==> config.mk <==
export PLATFORM = sky130hd
export DESIGN_NAME = vga_timing_receiver
export DESIGN_NICKNAME = d
export VERILOG_FILES = /design/src/rtl/vga_timing_receiver.sv
export SDC_FILE = /design/constraint.sdc
export NUM_CORES = 1
export LEC_CHECK = 0
export CAP_MARGIN = 15
export CORE_ASPECT_RATIO = 1.2
export CORE_UTILIZATION = 33
export CTS_CLUSTER_SIZE = 8
export DETAILED_ROUTE_END_ITERATION = 6
export GPL_TIMING_DRIVEN = 0
export HOLD_SLACK_MARGIN = 0.06
export PLACE_DENSITY = 0.58
export SYNTH_ARGS = -nofsm -noshare
export SYNTH_HDL_FRONTEND = slang
export SYNTH_SLANG_ARGS = --single-unit
==> constraint.sdc <==
create_clock -name clk -period 4.39 [get_ports clk]
set_input_delay 0.6585 -clock clk [delete_from_list [all_inputs] [get_ports clk]]
set_output_delay 0.6585 -clock clk [all_outputs]
set_load 0.02 [all_outputs]
==> src/rtl/vga_timing_receiver.sv <==
// vga_timing_receiver: recovers pixel coordinates, line/frame totals and lock state from VGA syncs.
// Define VGA_RX_FRAME_CRC_EN to add frame_crc, a CRC-16-CCITT over each frame's active pixels.
module vga_timing_receiver #(
    parameter int H_TOTAL     = 800,
    parameter int H_SYNC      = 96,
    parameter int H_BP        = 48,
    parameter int H_ACTIVE    = 640,
    parameter int V_TOTAL     = 525,
    parameter int V_SYNC      = 2,
    parameter int V_BP        = 33,
    parameter int V_ACTIVE    = 480,
    parameter int LOCK_FRAMES = 2
) (
    input  logic        clk,
    input  logic        rst_n,
    input  logic        pix_en,
    input  logic        hsync_in,
    input  logic        vsync_in,
    input  logic [11:0] rgb_in,
    output logic [9:0]  pix_x,
    output logic [9:0]  pix_y,
    output logic        pix_valid,
    output logic [11:0] rgb_out,
    output logic        frame_start,
    output logic        locked,
    output logic [9:0]  h_total_meas,
    output logic [9:0]  v_total_meas,
    output logic        timing_err
`ifdef VGA_RX_FRAME_CRC_EN
    ,
    output logic [15:0] frame_crc
`endif
);

    localparam logic [1:0] ST_SEARCH = 2'd0;
    localparam logic [1:0] ST_TRACK  = 2'd1;
    localparam logic [1:0] ST_LOCKED = 2'd2;

    localparam logic [9:0] CNT_MAX   = 10'd1023;
    localparam logic [9:0] H_TOTAL_L = 10'(H_TOTAL);
    localparam logic [9:0] V_TOTAL_L = 10'(V_TOTAL);
    localparam logic [9:0] H_START   = 10'(H_SYNC + H_BP);
    localparam logic [9:0] H_END     = 10'(H_SYNC + H_BP + H_ACTIVE);
    localparam logic [9:0] V_START   = 10'(V_SYNC + V_BP);
    localparam logic [9:0] V_END     = 10'(V_SYNC + V_BP + V_ACTIVE);
    localparam logic [2:0] LOCK_N    = 3'(LOCK_FRAMES);

    logic        hsync_p0, hsync_p1, vsync_p0, vsync_p1;
    logic [11:0] rgb_p0, rgb_p1;
    logic        hsync_prev, vsync_prev;
    logic [9:0]  h_cnt, v_cnt;
    logic        vfall_pend, h_armed;
    logic [1:0]  state;
    logic [2:0]  good_cnt;

    logic hfall, vfall, frame_bnd, in_active;
    logic line_err, frame_err, h_sat_err, v_sat_err, any_err;

    // Stage p0/p1: two-flop synchronizers, clocked every clk
    always_ff @(posedge clk or negedge rst_n) begin
        if (!rst_n) begin
            hsync_p0 <= 1'b1;
            hsync_p1 <= 1'b1;
            vsync_p0 <= 1'b1;
            vsync_p1 <= 1'b1;
            rgb_p0   <= '0;
            rgb_p1   <= '0;
        end else begin
            hsync_p0 <= hsync_in;
            hsync_p1 <= hsync_p0;
            vsync_p0 <= vsync_in;
            vsync_p1 <= vsync_p0;
            rgb_p0   <= rgb_in;
            rgb_p1   <= rgb_p0;
        end
    end

    always_comb begin
        hfall     = pix_en && !hsync_p1 && hsync_prev;
        vfall     = pix_en && !vsync_p1 && vsync_prev;
        frame_bnd = hfall && (vfall_pend || vfall);
        in_active = (h_cnt >= H_START) && (h_cnt < H_END) &&
                    (v_cnt >= V_START) && (v_cnt < V_END);
        line_err  = hfall && h_armed && ((h_cnt + 10'd1) != H_TOTAL_L);
        frame_err = frame_bnd && (state != ST_SEARCH) && ((v_cnt + 10'd1) != V_TOTAL_L);
        // Flag the step into saturation only once; a held 1023 is already reported
        h_sat_err = pix_en && !hfall && (h_cnt == CNT_MAX - 10'd1);
        v_sat_err = hfall && !frame_bnd && (v_cnt == CNT_MAX - 10'd1);
        any_err   = line_err || frame_err || h_sat_err || v_sat_err;
    end

    // Stage p2: counters, measurements and aligned pixel outputs on pix_en
    always_ff @(posedge clk or negedge rst_n) begin
        if (!rst_n) begin
            hsync_prev   <= 1'b1;
            vsync_prev   <= 1'b1;
            h_cnt        <= '0;
            v_cnt        <= '0;
            vfall_pend   <= 1'b0;
            h_total_meas <= '0;
            v_total_meas <= '0;
            pix_x        <= '0;
            pix_y        <= '0;
            pix_valid    <= 1'b0;
            rgb_out      <= '0;
        end else if (pix_en) begin
            hsync_prev <= hsync_p1;
            vsync_prev <= vsync_p1;
            if (hfall) begin
                h_cnt        <= '0;
                h_total_meas <= h_cnt + 10'd1;
            end else if (h_cnt != CNT_MAX) begin
                h_cnt <= h_cnt + 10'd1;
            end
            if (hfall)      vfall_pend <= 1'b0;
            else if (vfall) vfall_pend <= 1'b1;
            if (frame_bnd) begin
                v_cnt        <= '0;
                v_total_meas <= v_cnt + 10'd1;
            end else if (hfall && v_cnt != CNT_MAX) begin
                v_cnt <= v_cnt + 10'd1;
            end
            pix_valid <= in_active;
            pix_x     <= in_active ? h_cnt - H_START : '0;
            pix_y     <= in_active ? v_cnt - V_START : '0;
            rgb_out   <= rgb_p1;
        end
    end

    always_ff @(posedge clk or negedge rst_n) begin
        if (!rst_n) begin
            state    <= ST_SEARCH;
            good_cnt <= '0;
            locked   <= 1'b0;
            h_armed  <= 1'b0;
        end else if (any_err) begin
            state    <= ST_SEARCH;
            good_cnt <= '0;
            locked   <= 1'b0;
            h_armed  <= 1'b0;
        end else if (pix_en) begin
            if (hfall) h_armed <= 1'b1;
            if (frame_bnd) begin
                case (state)
                    ST_SEARCH: begin
                        state    <= ST_TRACK;
                        good_cnt <= '0;
                    end
                    ST_TRACK: begin
                        good_cnt <= good_cnt + 3'd1;
                        if (good_cnt + 3'd1 == LOCK_N) begin
                            state  <= ST_LOCKED;
                            locked <= 1'b1;
                        end
                    end
                    default: ;
                endcase
            end
        end
    end

    always_ff @(posedge clk or negedge rst_n) begin
        if (!rst_n) begin
            timing_err  <= 1'b0;
            frame_start <= 1'b0;
        end else begin
            timing_err  <= any_err;
            frame_start <= frame_bnd;
        end
    end

`ifdef VGA_RX_FRAME_CRC_EN
    function automatic logic [15:0] crc16_step(input logic [15:0] crc, input logic [11:0] data);
        logic [15:0] c;
        c = crc;
        for (int i = 11; i >= 0; i--) begin
            c = {c[14:0], 1'b0} ^ ((c[15] ^ data[i]) ? 16'h1021 : 16'h0000);
        end
        return c;
    endfunction

    logic [15:0] crc_acc;

    // Accumulates exactly the samples that become pix_valid on rgb_out
    always_ff @(posedge clk or negedge rst_n) begin
        if (!rst_n) begin
            crc_acc   <= 16'hFFFF;
            frame_crc <= '0;
        end else if (pix_en) begin
            if (frame_bnd) begin
                frame_crc <= crc_acc;
                crc_acc   <= 16'hFFFF;
            end else if (in_active) begin
                crc_acc <= crc16_step(crc_acc, rgb_p1);
            end
        end
    end
`endif

endmodule

==> flow_summary.ini <==
[synthesis]
yosysMostFrequentCell = dfrtp_1
synthAdderAreaFrac = 0.02740
synthArstFlopShare = 1.000
ys_types = 58
postSynthCellCount = 456
netlist.area_leader.share = 0.5331
synth.avg_cell_area_um2 = 11.01
synth_nets = 484
ys_ff_latch = 113
ys_warn_count = 0
synthXorXnorAreaFrac = 0.04709
synth_flop_cell = dfrtp_1
syn_area_mm2 = 0.005022
synth_area_leaders = dfrtp_1 53%, o21ai_0 4.3%, nand2_1 3.4%, dfstp_2 3.1%, mux2_2 3.1%
synth-simple-area-share = 0.1378
synth-compound-area-share = 0.1472
yosys-top-cells-count = 107 x dfrtp_1, 46 x nand2_1, 43 x o21ai_0
synth_edf_count = 0
seq_area_frac_synth = 0.5645
synth.mux.area_fraction = 0.03538
synth_top_family_by_area = compound AO/OA/AOI/OAI gates
synth_largest_area_cell = dfrtp_1

[global_routing]
grt_usage = 0.1617
antenna_found_initial = 0
grt_max_degree = 69
grt_pass1_wl_um = 19330
grt_overflow = 0
grt_pass1_vias = 3821

[detailed_routing]
routed_wl_um = 11730
postRouteAntennaNets = 0
wl_per_cell_um = 15.33
viasPerCell = 4.902
first_pass_iters = 4
via_count = 3750
drt_iter0_markers = 230
drc = 0

[clock_tree]
htreeDepth = 4
cts_resized = 0
clock_latency_ps = 410
clk_pin_slew_ps = 60
clockBufferDepth = 2
post-cts-setup-buffers = 0
numClockSinks = 113
cts_tree = built
hold_buffers = 0
cts_root_buf = clkbuf_16
cts_buffers = 17

[cells_and_area]
final_cell_area_mm2 = 0.006610
finalNetCount = 576
drive_gt1_frac = 0.1319
utilization = 0.4437
fillers = 1406
num_antenna_cells = 0
area_growth_pct = 31.61

[sta]
finClkSkew_ps = 8.325
fin_tns_setup_ps = 0
fmaxAchievable_mhz = 377.8
worstMarginPinSlew_ps = 742.2
min_period_ps = 2647
hold_viol = 0
max_slew_margin = 0.5019
finalCritPeriodShare = 0.6029
rsz0062_at_grt = false
finalSetupViolCount = 0
drv_slew = 0
worst_slack_ps = 1743

[flow_run]
maxCapViolCount = 0

[floorplan]
rows = 49
die-height_um = 137.1
die_w_um = 114.6
core_area_mm2 = 0.01490
dieArea_mm2 = 0.01572
start_util = 0.3371
pin_count = 73

[power]
switching_power_mw = 1.001
power_mw = 3.215
combinationalPowerShare = 0.187
p_int_mw = 2.214
ir_worst_vdd_mv = 0.2655
power_leakage_nw = 2.799
seqPwrFrac = 0.386
power_density_mw_per_mm2 = 486.4
clockPowerShare = 0.427
switching_share = 0.3113

[critical_path]
reg2reg_from = v_cnt[0]
startpoint_type = input pin
crit_fanout = 10
critical_path_class = in2reg
r2r_slack_ps = 1850
worstPathRequired_ps = 4670
cp_data_arrival_time_ps = 2930
r2r-end = timing_err
rr_worst_depth = 6
worstSetupEndpointType = flop

[placed_design]
dpl-instance-area_mm2 = 0.006023
place_ws_ps = 1348
port_buffers = 72
dp_hpwl_um = 8032
finalWeightedCongestion = 0.8739

[hold_path]
min_path_type = in2async

[run_status]
status = finished clean
-- layout by cell type, fill, tap and decap left out, drive strengths merged, types with 4 or more instances in the layout --
cell type / n
ha: 11
a211oi: 5
o41ai: 5
or3: 6
buf: 16
mux2: 14
xor2: 12
o21ai: 45
nor2: 28
and3: 4
nand2: 46
clkdlybuf4s50: 71
dfrtp: 107
a22o: 16
clkbuf: 36
nand3b: 5
nand3: 10
nand4: 5
xnor2: 15
dfstp: 6
inv: 23
nand2b: 6
o31ai: 7
nor3: 10
a21oi: 9
-- flip-flops by register name (all words and copies together) (netlist names), 2 cells and up --
register and cells:
rgb_out 12, pix_y 10, v_cnt 10, h_cnt 10
pix_x 10, h_total_meas 10, state 2, rgb_p0 12
rgb_p1 12, good_cnt 3, v_total_meas 10
-- kinds of logic after synthesis --
logic type	Yosys count
compound gates	108
mux	16
fa+ha+maj	11
buf+inv	46
simple gates	135
xor+xnor	27
flops	113
-- stage by stage --
stage / cells / hold WS, ps
floorplan: 456 / 331.2
global placement: 732 / 332.9
detailed placement: 733 / 334.7
CTS: 765 / 271.3
global route: 765 / 306.7
finish: 765 / 258.0
-- power by group through the flow --
stage / registers (mW) / clock network, mW / logic, mW
after floorplan: 1.30 / 0 / 0.307
after global placement: 1.25 / 0 / 0.592
after detailed placement: 1.26 / 0 / 0.601
after CTS: 1.24 / 1.40 / 0.605
after global routing: 1.26 / 1.46 / 0.661
final: 1.24 / 1.37 / 0.601
-- critical path, stage by stage --
cell and delay [ps]:
clkdlybuf4s50_1 530, buf_1 450, inv_1 200, o21ai_1 640
a31oi_1 110, o21ai_0 230, o31ai_1 100
-- layer usage --
metal	share of wire	GRT usage	vias up
li1	-	-	1791
met3	0.033	0.04473	17
met1	0.46	0.2030	1864
met5	0	0	-
met4	0.013	0.05844	0
met2	0.49	0.2663	78
-- layout make-up --
type                            instances  area (um^2)  share of cell area
Tap cell                              204        255.2             0.03861
Multi-Input combinational cell        297         1983              0.3000
Timing Repair Buffer                   73        745.7              0.1128
Clock inverter                         15        161.4             0.02442
Inverter                               13        48.80            0.007382
Buffer                                 33        155.1             0.02347
Sequential cell                       113         2835              0.4289
Clock buffer                           17        425.4             0.06436
-- worst max-delay path by stage --
stage	startpoint	endpoint	slack (ps)	cells after the start
global route	pix_en	v_cnt[2]	1560	7
detailed placement	pix_en	v_cnt[9]	1350	7
global placement	rst_n	h_cnt[1]	-1630	1
CTS	pix_en	v_cnt[9]	1780	7
finish	pix_en	v_cnt[9]	1740	7
floorplan	v_cnt[0]	pix_x[0]	2340	8
Note: power is estimated with default switching activity, not from simulation.
